`src/rtl/acq_seq_pkg.sv`:
```
// acq_seq_pkg: state encoding, default widths and trig_rst pulse width for acq_sequencer.
package acq_seq_pkg;

  localparam int ACQ_ADDR_W_DEF = 10;
  localparam int ACQ_TMO_W_DEF  = 24;
  localparam int TRIG_RST_PULSE = 1;

  typedef enum logic [4:0] {
    ST_IDLE  = 5'b00001,
    ST_FILL  = 5'b00010,
    ST_ARMED = 5'b00100,
    ST_POST  = 5'b01000,
    ST_DONE  = 5'b10000
  } acq_state_e;

endpackage

```
`src/rtl/acq_timeout_counter.sv`:
```
// acq_timeout_counter: counts enabled cycles and flags expiry on the limit-th cycle (limit 0 = never).
module acq_timeout_counter
  import acq_seq_pkg::*;
#(
  parameter int TMO_W = ACQ_TMO_W_DEF
) (
  input  logic             clk,
  input  logic             module_reset,
  input  logic             enable,
  input  logic [TMO_W-1:0] limit,
  output logic             expired
);

  localparam logic [TMO_W-1:0] TMO_ONE = {{(TMO_W-1){1'b0}}, 1'b1};

  logic [TMO_W-1:0] count;

  // count holds the number of enabled cycles already completed
  assign expired = enable && (limit != '0) && (count == limit - TMO_ONE);

  always_ff @(posedge clk or posedge module_reset) begin
    if (module_reset) begin
      count <= '0;
    end else if (!enable) begin
      count <= '0;
    end else if (!expired) begin
      count <= count + TMO_ONE;
    end
  end

endmodule

```
`src/rtl/acq_sequencer.sv`:
```
// acq_sequencer: pre/post-trigger capture sequencer driving a circular sample buffer.
// Define ACQ_SEQ_TIMEOUT_EN to build the auto-trigger timeout in the ARMED state.
module acq_sequencer
  import acq_seq_pkg::*;
#(
  parameter int ADDR_W = ACQ_ADDR_W_DEF,
  parameter int TMO_W  = ACQ_TMO_W_DEF
) (
  input  logic              clk,
  input  logic              module_reset,
  input  logic              start,
  input  logic              abort,
  input  logic              continuous,
  input  logic [ADDR_W-1:0] pre_count,
  input  logic [ADDR_W-1:0] post_count,
  input  logic [TMO_W-1:0]  tmo_cycles,
  input  logic              trig_in,
  input  logic              rd_ack,
  output logic              armed,
  output logic              trig_rst,
  output logic              wr_en,
  output logic [ADDR_W-1:0] wr_addr,
  output logic [ADDR_W-1:0] trig_addr,
  output logic              capture_done,
  output logic              timed_out
);

  localparam logic [ADDR_W-1:0] ADDR_ONE = {{(ADDR_W-1){1'b0}}, 1'b1};

  acq_state_e        state;
  logic [ADDR_W-1:0] fill_cnt;
  logic [ADDR_W-1:0] post_cnt;
  logic [3:0]        rst_left;
  logic              start_block;
  logic              tmo_hit;

`ifdef ACQ_SEQ_TIMEOUT_EN
  acq_timeout_counter #(.TMO_W(TMO_W)) u_timeout (
    .clk          (clk),
    .module_reset (module_reset),
    .enable       (state == ST_ARMED),
    .limit        (tmo_cycles),
    .expired      (tmo_hit)
  );
`else
  logic tmo_unused;
  assign tmo_unused = ^tmo_cycles;
  assign tmo_hit    = 1'b0;
`endif

  // wr_addr is the address written in the current cycle; it only advances between consecutive writes
  always_ff @(posedge clk or posedge module_reset) begin
    if (module_reset) begin
      state        <= ST_IDLE;
      armed        <= 1'b0;
      trig_rst     <= 1'b0;
      wr_en        <= 1'b0;
      wr_addr      <= '0;
      trig_addr    <= '0;
      capture_done <= 1'b0;
      timed_out    <= 1'b0;
      fill_cnt     <= '0;
      post_cnt     <= '0;
      rst_left     <= '0;
      start_block  <= 1'b1;
    end else begin
      start_block <= 1'b0;
      if (rst_left != '0) begin
        rst_left <= rst_left - 4'd1;
      end else begin
        trig_rst <= 1'b0;
      end

      if (abort) begin
        if (state == ST_DONE) begin
          trig_rst <= 1'b1;
          rst_left <= 4'(TRIG_RST_PULSE - 1);
        end
        state        <= ST_IDLE;
        armed        <= 1'b0;
        wr_en        <= 1'b0;
        capture_done <= 1'b0;
        timed_out    <= 1'b0;
      end else begin
        case (state)
          ST_IDLE: begin
            if (start && !start_block) begin
              state     <= ST_FILL;
              fill_cnt  <= '0;
              wr_en     <= (pre_count != '0);
              timed_out <= 1'b0;
            end
          end
          ST_FILL: begin
            if (wr_en) begin
              wr_addr  <= wr_addr + ADDR_ONE;
              fill_cnt <= fill_cnt + ADDR_ONE;
            end
            if (!wr_en || fill_cnt == pre_count - ADDR_ONE) begin
              state <= ST_ARMED;
              armed <= 1'b1;
              wr_en <= 1'b1;
            end
          end
          ST_ARMED: begin
            if (trig_in || tmo_hit) begin
              state     <= ST_POST;
              armed     <= 1'b0;
              trig_addr <= wr_addr;
              post_cnt  <= post_count;
              timed_out <= !trig_in;
              wr_en     <= (post_count != '0);
              if (post_count != '0) begin
                wr_addr <= wr_addr + ADDR_ONE;
              end
            end else begin
              wr_addr <= wr_addr + ADDR_ONE;
            end
          end
          ST_POST: begin
            if (!wr_en || post_cnt == ADDR_ONE) begin
              state        <= ST_DONE;
              wr_en        <= 1'b0;
              capture_done <= 1'b1;
            end else begin
              wr_addr  <= wr_addr + ADDR_ONE;
              post_cnt <= post_cnt - ADDR_ONE;
            end
          end
          ST_DONE: begin
            if (rd_ack) begin
              trig_rst     <= 1'b1;
              rst_left     <= 4'(TRIG_RST_PULSE - 1);
              capture_done <= 1'b0;
              if (continuous) begin
                state    <= ST_FILL;
                fill_cnt <= '0;
                wr_en    <= (pre_count != '0);
              end else begin
                state <= ST_IDLE;
              end
            end
          end
          default: state <= ST_IDLE;
        endcase
      end
    end
  end

endmodule

```
`config.mk`:
```
export PLATFORM = sky130hd
export DESIGN_NAME = acq_sequencer
export DESIGN_NICKNAME = d
export VERILOG_FILES = /design/src/rtl/acq_seq_pkg.sv /design/src/rtl/acq_timeout_counter.sv /design/src/rtl/acq_sequencer.sv
export SDC_FILE = /design/constraint.sdc
export NUM_CORES = 1
export LEC_CHECK = 0
export CAP_MARGIN = 0
export CORE_MARGIN = 5
export CORE_UTILIZATION = 47
export CTS_BUF_LIST = sky130_fd_sc_hd__clkbuf_2
export CTS_CLUSTER_SIZE = 24
export DETAILED_ROUTE_END_ITERATION = 8
export PLACE_DENSITY = 0.79
export SYNTH_ARGS = -nofsm -noshare
export SYNTH_HDL_FRONTEND = slang
export SYNTH_SLANG_ARGS = --single-unit
```
`constraint.sdc`:
```
create_clock -name clk -period 2.4 [get_ports clk]
set_clock_uncertainty 0.05 [all_clocks]
set_input_delay 0.36 -clock clk [delete_from_list [all_inputs] [get_ports clk]]
set_output_delay 0.36 -clock clk [all_outputs]
set_load 0.01 [all_outputs]
```
==> flow_summary.json, run 1 <==
{
  "grt_pass1_wl_mm": 13.6,
  "min_period_ns": 2.35,
  "tritoncts": "built",
  "crit_arrival_ns": 2.69,
  "crit_path_end": "state[2]",
  "synth-compound-area-share": 0.147,
  "grtUsageTotal": 0.191,
  "slew_violations": 0,
  "post_drt_via_cell_ratio": 5.58,
  "drtIter0Drc": 231,
  "start_util": 0.477,
  "drt-wirelength-per-cell_um": 15.2,
  "overflow": 0,
  "grt_pass1_vias": 2942,
  "fp-row-count": 30,
  "die_w_um": 92.6,
  "whs_ns": 0.196,
  "critical_path_class": "in -> reg",
  "grt_max_degree": 56,
  "synth_xor_area_frac": 0.0846,
  "first_pass_iters": 4,
  "setup_slack_ns": 0.0484,
  "critPathSlowestCell": "clkdlybuf4s50_1",
  "avgSynthCellArea_um2": 9.46,
  "hold_viol": 0,
  "cts_max_path_buffers": 2,
  "async_flop_share": 1.00,
  "r2r_start": "state[3]",
  "nets": 476,
  "synth-edff-count": 0,
  "synth-seq-cells": 55,
  "peakVddDrop_v": 0.000377,
  "drive_gt1_frac": 0.176,
  "post-route-period-util": 0.980,
  "max_slew_margin": 0.494,
  "clockRootBuffer": "clkbuf_2",
  "setup_viol": 0,
  "worst-path-max-fanout": 4,
  "reg2reg_to": "wr_en",
  "synth_fa_ha_area_frac": 0.0234,
  "fillCellCount": 567,
  "synth_mux_area_frac": 0.0452,
  "clkSlewWorstSetupHoldPaths_ns": 0.26,
  "start_kind": "primary input",
  "cts-buffers-inserted": 5,
  "critPathRequiredTime_ns": 2.74,
  "tightest_slew_ns": 0.749,
  "ioPinCount": 76,
  "r2r_slack_ns": 0.11,
  "cp-end-kind": "flop",
  "clk_latency_ns": 0.44,
  "final_cell_mix": "dfrtp_1, clkdlybuf4s50_1, nor2_1",
  "crit_chain": "clkdlybuf4s50_1, inv_1, ha_2, nor4b_1, buf_4, and2_1, o32ai_1, o32ai_1, o2111ai_2, buf_4, a31oi_1",
  "synthCells": 339,
  "clock-sinks": 55,
  "dpl.cell_count": 492,
  "cellPowerDensity_mw_per_mm2": 441,
  "synth-main-ff-cell": "dfrtp_1",
  "coreArea_mm2": 0.00672,
  "hp-class": "in -> async",
  "drc": 0,
  "leakagePower_uw": 0.00180,
  "reg2reg_depth": 7,
  "ys_seq_area_frac": 0.430,
  "power.total_uw": 1810,
  "final_common_cell": "dfrtp_1",
  "ant_nets": 0,
  "antenna_cells": 0,
  "vias": 2789,
  "htreeDepth": 2,
  "synth_top_family_by_area": "simple AND/OR/NAND/NOR gates",
  "fmax_mhz": 425,
  "gp_congestion": 0.897,
  "wl_mm": 7.58,
  "startpoint": "pre_count[1]",
  "yosysUniqueCellTypes": 62,
  "dp_slack_ns": -0.478,
  "hpwl_mm": 5.73,
  "synthSimpleGateAreaFrac": 0.227,
  "antenna_found_initial": 0,
  "maxCapViolCount": 0,
  "syn_nets": 396,
  "yosys_warnings": 0,
  "fin_cells": 500,
  "max_stage_delay_ns": 0.43,
  "dieArea_mm2": 0.00858,
  "area_growth_syn_to_layout_pct": 27.9,
  "die_h_um": 92.6,
  "port-buffer-count": 51,
  "outcome": "completed",
  "synth_area_mm2": 0.00321
}
[what timing repair did]
item / CTS / global route
pin swaps: 0 / 5
hold buffers: 0 / 0
endpoints found under the setup margin: 9 / 5
gates resized for setup: 2 / 6
cloned: 0 / 0
buffers inserted: 0 / 0
[worst min-delay path by stage]
stage                            start          end  slack [ns]  depth (start not counted)
after floorplan            post_cnt[7]  post_cnt[7]        0.42                          2
after global placement        trig_rst     trig_rst        0.42                          1
after detailed placement      trig_rst     trig_rst        0.42                          1
after CTS                 module_reset  rst_left[3]        0.18                          3
after global routing      module_reset  rst_left[1]        0.16                          3
final                     module_reset  rst_left[3]        0.20                          3
[sequential cells by signal, indices dropped and copies added, names as in the netlist]
register      count
armed             1
trig_rst          1
state             5
wr_en             1
rst_left          4
wr_addr          10
fill_cnt         10
post_cnt         10
timed_out         1
trig_addr        10
start_block       1
capture_done      1
[metal layers]
layer | wire [µm] | part of all wire | track usage | vias to the layer above
met5 | 0 | 0 | 0 | -
met4 | 93 | 0.012 | 0.0440 | 0
met3 | 416 | 0.055 | 0.0447 | 9
met2 | 3690 | 0.49 | 0.331 | 68
met1 | 3380 | 0.45 | 0.243 | 1334
li1 | - | - | - | 1378
[critical path, delay by kind of cell]
kind | cells | cell delay (ns)
and+or+nand+nor | 2 | 0.43
adders and majority gates | 1 | 0.21
AOI/OAI and AO/OA | 4 | 0.82
buffers and inverters | 4 | 0.89
[power by group]
part,internal (µW),switching [µW]
combinational,210,195
sequential,986,68.4
clock,74.1,278
total,1270,541
[Yosys cell counts (2+ instances only)]
cell type  count  area, µm²
nand4_1       10       62.6
nor3_1        14       70.1
o211ai_1       2       15.0
o21ai_0       18       90.1
o32ai_1        3       26.3
dfstp_2        2       52.6
and2_1         5       31.3
nor2_1        34        128
a22oi_1        2       15.0
a32oi_1        2       17.5
o31ai_1        2       15.0
clkbuf_1       3       11.3
nor4b_1        3       26.3
ha_1           6       75.1
nor2b_1        5       31.3
nand3b_1       2       15.0
a31oi_1        3       18.8
nand3_1       12       60.1
a21o_1         2       15.0
or3_4          2       22.5
buf_6          3       33.8
nor4_1         6       37.5
xor2_1        13        114
a21oi_1       18       90.1
a211oi_1       3       22.5
xnor2_1       18        158
inv_1         15       56.3
nand2_1       23       86.3
dfrtp_1       53       1330
buf_2          5       25.0
mux2_2        12        135
and3_1         7       43.8
nand2b_1       2       12.5
[through the flow]
stage               TNS (ns)   util  cell area, µm²
finish                     0  0.611            4100
global route         -0.0726  0.611            4100
CTS                        0  0.605            4070
detailed placement     -1.58  0.597            4010
global placement      -0.916  0.597            4010
floorplan                  0      -            3210
[cells by family after synthesis]
kind of cell             count (synthesis)
XOR/XNOR                                31
flip-flops                              55
AND/OR/NAND/NOR                        135
adder cells (fa/ha/maj)                  6
AO/OA/AOI/OAI                           70
other                                    1
buffers and inverters                   28
multiplexers                            13
[final cells by class]
cell class                      count  area [µm²]  share of cell area
Timing Repair Buffer               85         778               0.190
Inverter                           16        60.1              0.0146
Tap cell                           80         100              0.0244
Clock buffer                        6        30.0             0.00732
Clock inverter                      2        12.5             0.00305
Sequential cell                    55        1380               0.336
Multi-Input combinational cell    256        1740               0.425
No activity file was read; power rests on OpenSTA's default activity.
==> run 2: changes to the inputs <==
--- a/config.mk
+++ b/config.mk
@@ -9,9 +9,11 @@
 export CORE_MARGIN = 5
 export CORE_UTILIZATION = 47
 export CTS_BUF_LIST = sky130_fd_sc_hd__clkbuf_2
+export CTS_CLUSTER_DIAMETER = 50
 export CTS_CLUSTER_SIZE = 24
 export DETAILED_ROUTE_END_ITERATION = 8
 export PLACE_DENSITY = 0.79
+export SETUP_SLACK_MARGIN = 0.15
 export SYNTH_ARGS = -nofsm -noshare
 export SYNTH_HDL_FRONTEND = slang
 export SYNTH_SLANG_ARGS = --single-unit
==> flow_summary.json, run 2 (synthesis results as in run 1) <==
{
  "tightest_slew_ns": 0.603,
  "grt_pass1_wl_mm": 13.7,
  "final_cell_mix": "dfrtp_1, clkdlybuf4s50_1, buf_4",
  "vias": 2892,
  "hold_viol": 0,
  "nets": 479,
  "whs_ns": 0.185,
  "crit_chain": "clkdlybuf4s50_1, or4b_4, a2111oi_4, o32ai_2, a21oi_1, o2111ai_2, buf_4, a31oi_1",
  "peakVddDrop_v": 0.000379,
  "rsz0062_at_grt": "yes",
  "ioPinCount": 76,
  "critPathRequiredTime_ns": 2.75,
  "grtUsageTotal": 0.194,
  "setup_viol": 0,
  "post-route-period-util": 0.915,
  "clk_latency_ns": 0.44,
  "pwr-share-clk": 0.197,
  "fp-row-count": 30,
  "start_kind": "primary input",
  "coreArea_mm2": 0.00672,
  "max_stage_delay_ns": 0.59,
  "first_pass_iters": 6,
  "cellPowerDensity_mw_per_mm2": 438,
  "min_period_ns": 2.20,
  "max_slew_margin": 0.593,
  "drc": 0,
  "fin_util": 0.626,
  "p_int_uw": 1280,
  "cts_hold_buf": 0,
  "fmax_mhz": 455,
  "maxCapViolCount": 0,
  "start_util": 0.477,
  "multi_input_area_mm2": 0.00182,
  "wl_mm": 7.97,
  "area_growth_syn_to_layout_pct": 31.1,
  "p_comb_frac": 0.231,
  "clockRootBuffer": "clkbuf_2",
  "die_w_um": 92.6,
  "dieArea_mm2": 0.00858,
  "post_drt_via_cell_ratio": 5.75,
  "setup_slack_ns": 0.204,
  "grt_max_degree": 56,
  "dpl.cell_count": 492,
  "outcome": "completed",
  "slew_violations": 0,
  "leakagePower_uw": 0.00186,
  "hpwl_mm": 5.73,
  "clock-sinks": 55,
  "antenna_found_initial": 0,
  "power_frac_seq": 0.572,
  "crit_arrival_ns": 2.55,
  "cp-end-kind": "flop",
  "port-buffer-count": 51,
  "clkSlewWorstSetupHoldPaths_ns": 0.27,
  "p_switching_uw": 562,
  "seqCellArea_mm2": 0.00138,
  "gp_congestion": 0.897,
  "fin_cells": 503,
  "drt-wirelength-per-cell_um": 15.8,
  "drive_gt1_frac": 0.203,
  "final_common_cell": "dfrtp_1",
  "switching_share": 0.305,
  "tritoncts": "built",
  "grt_pass1_vias": 2928,
  "ant_nets": 0,
  "critical_path_class": "in -> reg",
  "dp_slack_ns": -0.478,
  "critPathSlowestCell": "or4b_4",
  "antenna_cells": 0,
  "hp-class": "in -> async",
  "drtIter0Drc": 260,
  "htreeDepth": 2,
  "worst-path-max-fanout": 3,
  "fin_setup_tns_ns": 0,
  "fillCellCount": 554,
  "die_h_um": 92.6,
  "cts_max_path_buffers": 2,
  "overflow": 0,
  "cts-buffers-inserted": 5
}
[run 2: layout make-up]
class	count	area share
Clock buffer	6	0.00714
Clock inverter	2	0.00297
Inverter	16	0.0143
Multi-Input combinational cell	256	0.432
Sequential cell	55	0.328
Tap cell	80	0.0238
Timing Repair Buffer	88	0.192
[run 2: stage by stage]
stage | power (µW) | area [µm²]
after detailed placement | 1470 | 4010
after global routing | 1960 | 4210
after global placement | 1450 | 4010
after floorplan | 1290 | 3210
final | 1840 | 4210
after CTS | 1830 | 4110
[run 2: what timing repair did]
action / in CTS / in global routing
setup endpoints to repair: 21 / 28
setup buffers: 0 / 3
resized for setup: 8 / 16
pin swaps: 4 / 6
[run 2: critical path, delay by kind of cell]
kind                   cells  cell delay (ns)
AO/OA/AOI/OAI              5             0.97
buffers and inverters      2             0.63
AND/OR/NAND/NOR            1             0.59
[run 2: worst paths after layout]
kind / start / to / slack, ns / cells past startpoint
max: pre_count[4] / state[2] / 0.20 / 8
min: module_reset / rst_left[1] / 0.19 / 3
max reg2reg: state[3] / wr_en / 0.22 / 7
min reg2reg: trig_rst / trig_rst / 0.46 / 1
max in group asynchronous: module_reset / state[0] / 1.84 / 3
min in group clk: post_count[0] / post_cnt[0] / 0.46 / 3
[run 2: metal layers]
layer  wire (µm)  track usage  vias up
li1            -            -     1393
met1        3510        0.246     1396
met2        3880        0.336       92
met3         471       0.0455       11
met4         103       0.0440        0
met5           0            0        -
[run 2: power by group through the flow]
stage,Sequential (µW),Clock (µW),Combinational [µW]
3_3_place_gp,1060,0,385
2_1_floorplan,1060,0,231
6_report,1060,363,426
5_1_grt,1070,411,479
3_5_place_dp,1070,0,403
4_1_cts,1050,369,413
